File: config.mk
export PLATFORM = sky130hd
export DESIGN_NAME = cp0_exc_unit_flat
export DESIGN_NICKNAME = d
export VERILOG_FILES = /design/src/rtl/cp0_exc_if.sv /design/src/rtl/cp0_exc_unit.sv /design/src/flat_wrapper.sv
export SDC_FILE = /design/constraint.sdc
export NUM_CORES = 1
export LEC_CHECK = 0
export BUFFER_PORTS_ARGS = -buffer_cell sky130_fd_sc_hd__clkbuf_2
export CAP_MARGIN = 10
export CORE_MARGIN = 2
export CORE_UTILIZATION = 42
export DETAILED_ROUTE_END_ITERATION = 7
export PLACE_DENSITY = 0.75
export REMOVE_ABC_BUFFERS = 1
export SYNTH_ARGS = -nofsm -noshare
export SYNTH_HDL_FRONTEND = slang
export SYNTH_SLANG_ARGS = --single-unit
File: constraint.sdc
create_clock -name clk -period 4.4 [get_ports clk]
set_clock_uncertainty 0.15 [all_clocks]
set_input_delay 0.88 -clock clk [delete_from_list [all_inputs] [get_ports clk]]
set_output_delay 0.88 -clock clk [all_outputs]
set_load 0.02 [all_outputs]
File: src/rtl/cp0_exc_if.sv
// MEM-stage exception bundle, mtc0/mfc0/eret controls and exception redirect outputs of cp0_exc_unit.
interface cp0_exc_if;
  logic [31:0] MEMPC;
  logic        MEMBD;
  logic [31:0] MEMErrorCode;
  logic [5:0]  HWInt;
  logic        CP0WE;
  logic [4:0]  CP0Addr;
  logic [31:0] CP0WD;
  logic        EretEn;
  logic [31:0] CP0RD;
  logic [31:0] EPCOut;
  logic        IntReq;
  logic [31:0] HandlerPC;

  modport master (
    output MEMPC, MEMBD, MEMErrorCode, HWInt, CP0WE, CP0Addr, CP0WD, EretEn,
    input  CP0RD, EPCOut, IntReq, HandlerPC
  );

  modport slave (
    input  MEMPC, MEMBD, MEMErrorCode, HWInt, CP0WE, CP0Addr, CP0WD, EretEn,
    output CP0RD, EPCOut, IntReq, HandlerPC
  );
endinterface

File: src/rtl/cp0_exc_unit.sv
// CP0 (SR/Cause/EPC/PRId) and exception entry at MEM; IntReq is combinational, state updates at the edge.
// Define CP0_TIMER_EN to add Count/Compare and a timer interrupt on IP[7].
module cp0_exc_unit #(
  parameter logic [31:0] HANDLER_ADDR = 32'h0000_4180,
  parameter logic [31:0] PRID_VALUE   = 32'h0000_2024
) (
  input logic        clk,
  input logic        reset,
  cp0_exc_if.slave   bus
);

  logic [5:0]  sr_im;
  logic        sr_exl;
  logic        sr_ie;
  logic        cause_bd;
  logic [5:0]  cause_ip;
  logic [4:0]  cause_exc;
  logic [31:2] epc;
  logic        timer_irq;

  logic [5:0]  hw_eff;
  logic        valid;
  logic        int_pend;
  logic        exc_pend;
  logic        int_req;
  logic [4:0]  taken_code;
  logic        cp0_wr;
  logic        unused_errcode;

  assign unused_errcode = ^bus.MEMErrorCode[31:5];

  assign hw_eff     = bus.HWInt | {timer_irq, 5'b0};
  assign valid      = (bus.MEMPC != 32'hFFFF_FFFF);
  assign int_pend   = (|(hw_eff & sr_im)) & sr_ie & ~sr_exl;
  assign exc_pend   = (bus.MEMErrorCode[4:0] != 5'd0) & ~sr_exl;
  assign int_req    = valid & (int_pend | exc_pend);
  assign taken_code = int_pend ? 5'd0 : bus.MEMErrorCode[4:0];
  // An instruction taking an exception must not also commit its mtc0/eret.
  assign cp0_wr     = bus.CP0WE & ~int_req;

  assign bus.IntReq    = int_req;
  assign bus.HandlerPC = HANDLER_ADDR;
  assign bus.EPCOut    = (bus.CP0WE && bus.CP0Addr == 5'd14) ? {bus.CP0WD[31:2], 2'b00}
                                                              : {epc, 2'b00};

  always_ff @(posedge clk) begin
    if (reset) begin
      sr_im     <= '0;
      sr_exl    <= 1'b0;
      sr_ie     <= 1'b0;
      cause_bd  <= 1'b0;
      cause_ip  <= '0;
      cause_exc <= '0;
      epc       <= '0;
    end else begin
      cause_ip <= hw_eff;
      if (int_req) begin
        sr_exl    <= 1'b1;
        cause_exc <= taken_code;
        cause_bd  <= bus.MEMBD;
        // Delay-slot faults restart at the branch, one word back.
        epc       <= bus.MEMBD ? (bus.MEMPC[31:2] - 30'd1) : bus.MEMPC[31:2];
      end else begin
        if (cp0_wr && bus.CP0Addr == 5'd12) begin
          sr_im <= bus.CP0WD[15:10];
          sr_ie <= bus.CP0WD[0];
        end
        if (bus.EretEn)
          sr_exl <= 1'b0;
        else if (cp0_wr && bus.CP0Addr == 5'd12)
          sr_exl <= bus.CP0WD[1];
        if (cp0_wr && bus.CP0Addr == 5'd14)
          epc <= bus.CP0WD[31:2];
      end
    end
  end

`ifdef CP0_TIMER_EN
  logic [31:0] count;
  logic [31:0] compare;
  logic [31:0] count_nxt;
  logic [31:0] compare_nxt;
  logic        compare_wr;

  assign compare_wr  = cp0_wr && bus.CP0Addr == 5'd11;
  assign count_nxt   = (cp0_wr && bus.CP0Addr == 5'd9) ? bus.CP0WD : count + 32'd1;
  assign compare_nxt = compare_wr ? bus.CP0WD : compare;

  always_ff @(posedge clk) begin
    if (reset) begin
      count     <= '0;
      compare   <= '0;
      timer_irq <= 1'b0;
    end else begin
      count     <= count_nxt;
      compare   <= compare_nxt;
      timer_irq <= (count_nxt == compare_nxt) | (timer_irq & ~compare_wr);
    end
  end
`else
  assign timer_irq = 1'b0;
`endif

  always_comb begin
    bus.CP0RD = 32'd0;
    case (bus.CP0Addr)
      5'd12: bus.CP0RD = {16'd0, sr_im, 8'd0, sr_exl, sr_ie};
      5'd13: bus.CP0RD = {cause_bd, 15'd0, cause_ip, 3'd0, cause_exc, 2'b00};
      5'd14: bus.CP0RD = {epc, 2'b00};
      5'd15: bus.CP0RD = PRID_VALUE;
`ifdef CP0_TIMER_EN
      5'd9:  bus.CP0RD = count;
      5'd11: bus.CP0RD = compare;
`endif
      default: bus.CP0RD = 32'd0;
    endcase
  end

endmodule

File: src/flat_wrapper.sv
// flat-port wrapper written by rule: the top's interface ports become plain ports
module cp0_exc_unit_flat 
#(
  parameter logic [31:0] HANDLER_ADDR = 32'h0000_4180,
  parameter logic [31:0] PRID_VALUE   = 32'h0000_2024
)
  (clk, reset, bus_MEMPC, bus_MEMBD, bus_MEMErrorCode, bus_HWInt, bus_CP0WE, bus_CP0Addr, bus_CP0WD, bus_EretEn, bus_CP0RD, bus_EPCOut, bus_IntReq, bus_HandlerPC);
  cp0_exc_if bus_i ();
  input logic clk;
  input logic reset;
  input wire logic [$bits(bus_i.MEMPC)-1:0] bus_MEMPC;
  input wire logic [$bits(bus_i.MEMBD)-1:0] bus_MEMBD;
  input wire logic [$bits(bus_i.MEMErrorCode)-1:0] bus_MEMErrorCode;
  input wire logic [$bits(bus_i.HWInt)-1:0] bus_HWInt;
  input wire logic [$bits(bus_i.CP0WE)-1:0] bus_CP0WE;
  input wire logic [$bits(bus_i.CP0Addr)-1:0] bus_CP0Addr;
  input wire logic [$bits(bus_i.CP0WD)-1:0] bus_CP0WD;
  input wire logic [$bits(bus_i.EretEn)-1:0] bus_EretEn;
  output wire logic [$bits(bus_i.CP0RD)-1:0] bus_CP0RD;
  output wire logic [$bits(bus_i.EPCOut)-1:0] bus_EPCOut;
  output wire logic [$bits(bus_i.IntReq)-1:0] bus_IntReq;
  output wire logic [$bits(bus_i.HandlerPC)-1:0] bus_HandlerPC;
  assign bus_i.MEMPC = bus_MEMPC;
  assign bus_i.MEMBD = bus_MEMBD;
  assign bus_i.MEMErrorCode = bus_MEMErrorCode;
  assign bus_i.HWInt = bus_HWInt;
  assign bus_i.CP0WE = bus_CP0WE;
  assign bus_i.CP0Addr = bus_CP0Addr;
  assign bus_i.CP0WD = bus_CP0WD;
  assign bus_i.EretEn = bus_EretEn;
  assign bus_CP0RD = bus_i.CP0RD;
  assign bus_EPCOut = bus_i.EPCOut;
  assign bus_IntReq = bus_i.IntReq;
  assign bus_HandlerPC = bus_i.HandlerPC;
  cp0_exc_unit #(.HANDLER_ADDR(HANDLER_ADDR), .PRID_VALUE(PRID_VALUE)) u_core (.clk(clk), .reset(reset), .bus(bus_i));
endmodule
==> impl_metrics.py <==
metrics = {
    "critical_path": {
        "cp.depth": 7,
        "critical_path_required_ps": 3370,
        "timing.rr.end": "u_core.epc[22]$_SDFFE_PP0P_",
        "crit_path_max_fanout": 8,
        "critPathTopFamily": "simple AND/OR/NAND/NOR gates",
        "reg2reg_slack_ps": 1990,
        "crit_type": "in -> out",
        "worst_r2r_startpoint": "u_core.sr_im[2]$_SDFFE_PP0P_",
        "cpMaxStageDelayCell": "nor4_1",
        "worstPathCellList": "clkbuf_2 > ha_1 > nand4_1 > nor4_1 > a21o_1 > nor2_2 > clkbuf_2",
        "startpoint_type": "input pin",
        "max_stage_delay_ps": 610,
        "cp-endpoint": "bus_IntReq",
        "crit_path_start": "bus_MEMPC[2]",
        "path_buf_inv": 2,
        "crit_path_end_kind": "primary output",
        "rr_worst_depth": 6,
        "path_common_cell": "clkbuf_2",
        "critPathArrivalTime_ps": 2580,
    },
    "placed_design": {
        "io_buffers": 147,
        "preCtsSetupSlack_ps": 804,
        "gp_congestion": 0.794,
        "post-dp-hpwl_um": 8320,
        "placedCellCount": 647,
        "place_area_um2": 4240,
    },
    "detailed_routing": {
        "wl_um": 11000,
        "wl_met3_um": 744,
        "met2_length_um": 5310,
        "drc_errors": 0,
        "dr.pass1.iters": 5,
        "ant_nets": 0,
        "drt_iter0_drc": 144,
        "met1Wirelength_um": 4610,
        "wl_per_cell_um": 16.7,
        "vias": 3604,
        "top_layer": "met4",
        "viasPerCell": 5.50,
    },
    "run_status": {
        "outcome": "complete, no violations",
    },
    "floorplan": {
        "io_pins": 209,
        "die_y_um": 96.0,
        "die_area_um2": 9220,
        "rows": 33,
        "initial_core_util": 0.433,
        "design.core.area_um2": 8220,
        "die_width_um": 96.0,
    },
    "cells_and_area": {
        "finalNetCount": 663,
        "layout-drive-gt1-share": 0.376,
        "fin_cells": 655,
        "final_area_um2": 4350,
        "area_growth_pct": 22.3,
        "utilization": 0.529,
        "antenna_cells": 0,
    },
    "clock_tree": {
        "cts_tree": "yes",
        "clkLatencyLatePin_ps": 300,
        "ctsResizeCount": 0,
        "cts_hold_buf": 0,
        "cts_sinks": 50,
        "cts_setup_buffers": 0,
        "cts-htree-levels": 2,
        "cts_buffer_depth": 2,
        "cts_root_buf": "clkbuf_8",
        "numCtsBuffers": 5,
        "path_clk_slew_ps": 90,
    },
    "timing": {
        "setup_slack_ps": 787,
        "slew_violations": 0,
        "rsz0062_at_grt": "no",
        "whs_ps": 328,
        "slew_headroom": 0.269,
        "setup_tns_ps": 0,
        "worst_pin_slew_ps": 1100,
        "hold_violations": 0,
        "min_period_ps": 3610,
        "max_freq_mhz": 277,
        "final-setup-viol-count": 0,
        "min_period_over_period": 0.821,
    },
    "logic_synthesis": {
        "yosysWarningCount": 0,
        "yosysSeqAreaShare": 0.281,
        "synthCells": 419,
        "synth.distinct_cells": 45,
        "synth_seq_cells": 50,
        "synth_area_per_cell_um2": 8.49,
        "synthesis.area_um2": 3560,
    },
    "grt": {
        "overflow": 0,
        "grt_pass1_vias": 3414,
        "grt_max_degree": 58,
        "gr-usage-all-layers": 0.230,
        "antenna_found_initial": 0,
        "grt_pass1_wl_um": 16600,
    },
    "power": {
        "power.density_nw_per_um2": 266,
        "peakVddDrop_v": 0.000175,
        "p_leak_nw": 1.96,
        "power_mw": 1.16,
    },
    "hold_path": {
        "hp-class": "reg -> reg",
    },
    "flow_run": {
        "maxCapViolCount": 0,
    },
}
-- cell families after synthesis --
| logic type | after synthesis | synth area share |
|---|---|---|
| DFF | 50 | 0.281 |
| adders and majority gates | 2 | 0.00704 |
| buffers and inverters | 65 | 0.106 |
| and+or+nand+nor | 134 | 0.233 |
| xor gates and xnor gates | 27 | 0.0665 |
| other | 2 | 0.00211 |
| muxes | 44 | 0.135 |
| AOI/OAI and AO/OA | 95 | 0.169 |
-- how the worst min path moves through the flow --
stage,from,to,slack (ps),cells past startpoint
after floorplan,u_core.cause_exc[0]$_SDFFE_PP0N_,u_core.cause_exc[0]$_SDFFE_PP0N_,290,2
after global placement,u_core.cause_exc[3]$_SDFFE_PP0N_,u_core.cause_exc[3]$_SDFFE_PP0N_,300,2
after detailed placement,u_core.cause_exc[0]$_SDFFE_PP0N_,u_core.cause_exc[0]$_SDFFE_PP0N_,310,2
after CTS,u_core.cause_exc[0]$_SDFFE_PP0N_,u_core.cause_exc[0]$_SDFFE_PP0N_,330,2
after global routing,u_core.cause_exc[0]$_SDFFE_PP0N_,u_core.cause_exc[0]$_SDFFE_PP0N_,350,2
final,u_core.cause_exc[0]$_SDFFE_PP0N_,u_core.cause_exc[0]$_SDFFE_PP0N_,330,2
-- area by class of cell --
| cell class | count | area (µm²) |
|---|---|---|
| tap | 105 | 131 |
| inverter | 3 | 11.3 |
| clock inverter | 3 | 45.0 |
| multi-input combinational | 336 | 2310 |
| timing repair buffer | 153 | 781 |
| fill | 840 | 3870 |
| sequential | 50 | 1000 |
| clock buffer | 5 | 68.8 |
-- cell usage after synthesis (all sizes together) --
| master | instances | area share |
|---|---|---|
| nand3b | 2 | 0.0042 |
| and3b | 2 | 0.0049 |
| or4 | 2 | 0.0053 |
| nor4b | 1 | 0.0067 |
| a21o | 1 | 0.0021 |
| a2bb2oi | 1 | 0.0025 |
| nor3b | 1 | 0.0021 |
| nand2 | 6 | 0.0063 |
| buf | 42 | 0.082 |
| o41ai | 1 | 0.0025 |
| nor4 | 12 | 0.031 |
| xor2 | 8 | 0.020 |
| nor2b | 10 | 0.018 |
| o21ai | 8 | 0.011 |
| dfxtp | 50 | 0.28 |
| clkbuf | 20 | 0.021 |
| a31oi | 1 | 0.0018 |
| nand4 | 13 | 0.026 |
| conb | 2 | 0.0021 |
| nor3 | 11 | 0.018 |
| ha | 2 | 0.0070 |
| a21boi | 1 | 0.0021 |
| a21oi | 45 | 0.067 |
| mux2 | 31 | 0.098 |
| or3 | 5 | 0.010 |
| nand3 | 9 | 0.013 |
| xnor2 | 19 | 0.047 |
| and3 | 20 | 0.035 |
| inv | 3 | 0.0032 |
| a22oi | 7 | 0.015 |
| nor2 | 25 | 0.026 |
| nand2b | 15 | 0.026 |
| a311oi | 1 | 0.0025 |
| mux2i | 13 | 0.037 |
| a211oi | 29 | 0.063 |
-- power by group --
part / switching, mW / internal [mW] / leakage (nW)
logic: 0.203 / 0.120 / 1.49
registers: 0.0171 / 0.486 / 0.414
clock network: 0.161 / 0.169 / 0.0504
total: 0.380 / 0.776 / 1.96
-- flip-flops by register name (all words and copies together), names as in the netlist --
register / count
u_core.epc: 30
u_core.cause_exc: 5
u_core.sr_im: 6
u_core.sr_ie: 1
u_core.sr_exl: 1
u_core.cause_ip: 6
u_core.cause_bd: 1
-- per-layer routing --
metal	vias to the layer above	GRT usage
met1	1693	0.306
met3	21	0.0305
met5	-	0
met2	167	0.377
met4	0	0.0869
li1	1723	-
-- tightest hold or removal path: cells and delay by family (launching register included) --
| family | cells | cell delay (ps) |
|---|---|---|
| flip-flops | 1 | 320 |
| AO/OA/AOI/OAI | 2 | 130 |
-- placed cells by master, fill, tap and decap left out, types with 10 or more instances in the layout --
| cell type | n |
|---|---|
| and3_1 | 20 |
| a21oi_1 | 43 |
| mux2_2 | 31 |
| nand2b_1 | 15 |
| nand4_1 | 11 |
| dfxtp_1 | 50 |
| a211oi_1 | 28 |
| clkbuf_2 | 147 |
| mux2i_1 | 13 |
| nor2_1 | 24 |
| conb_1 | 34 |
| xnor2_1 | 19 |
| nor2b_1 | 10 |
(Power assumes the default switching activity.)
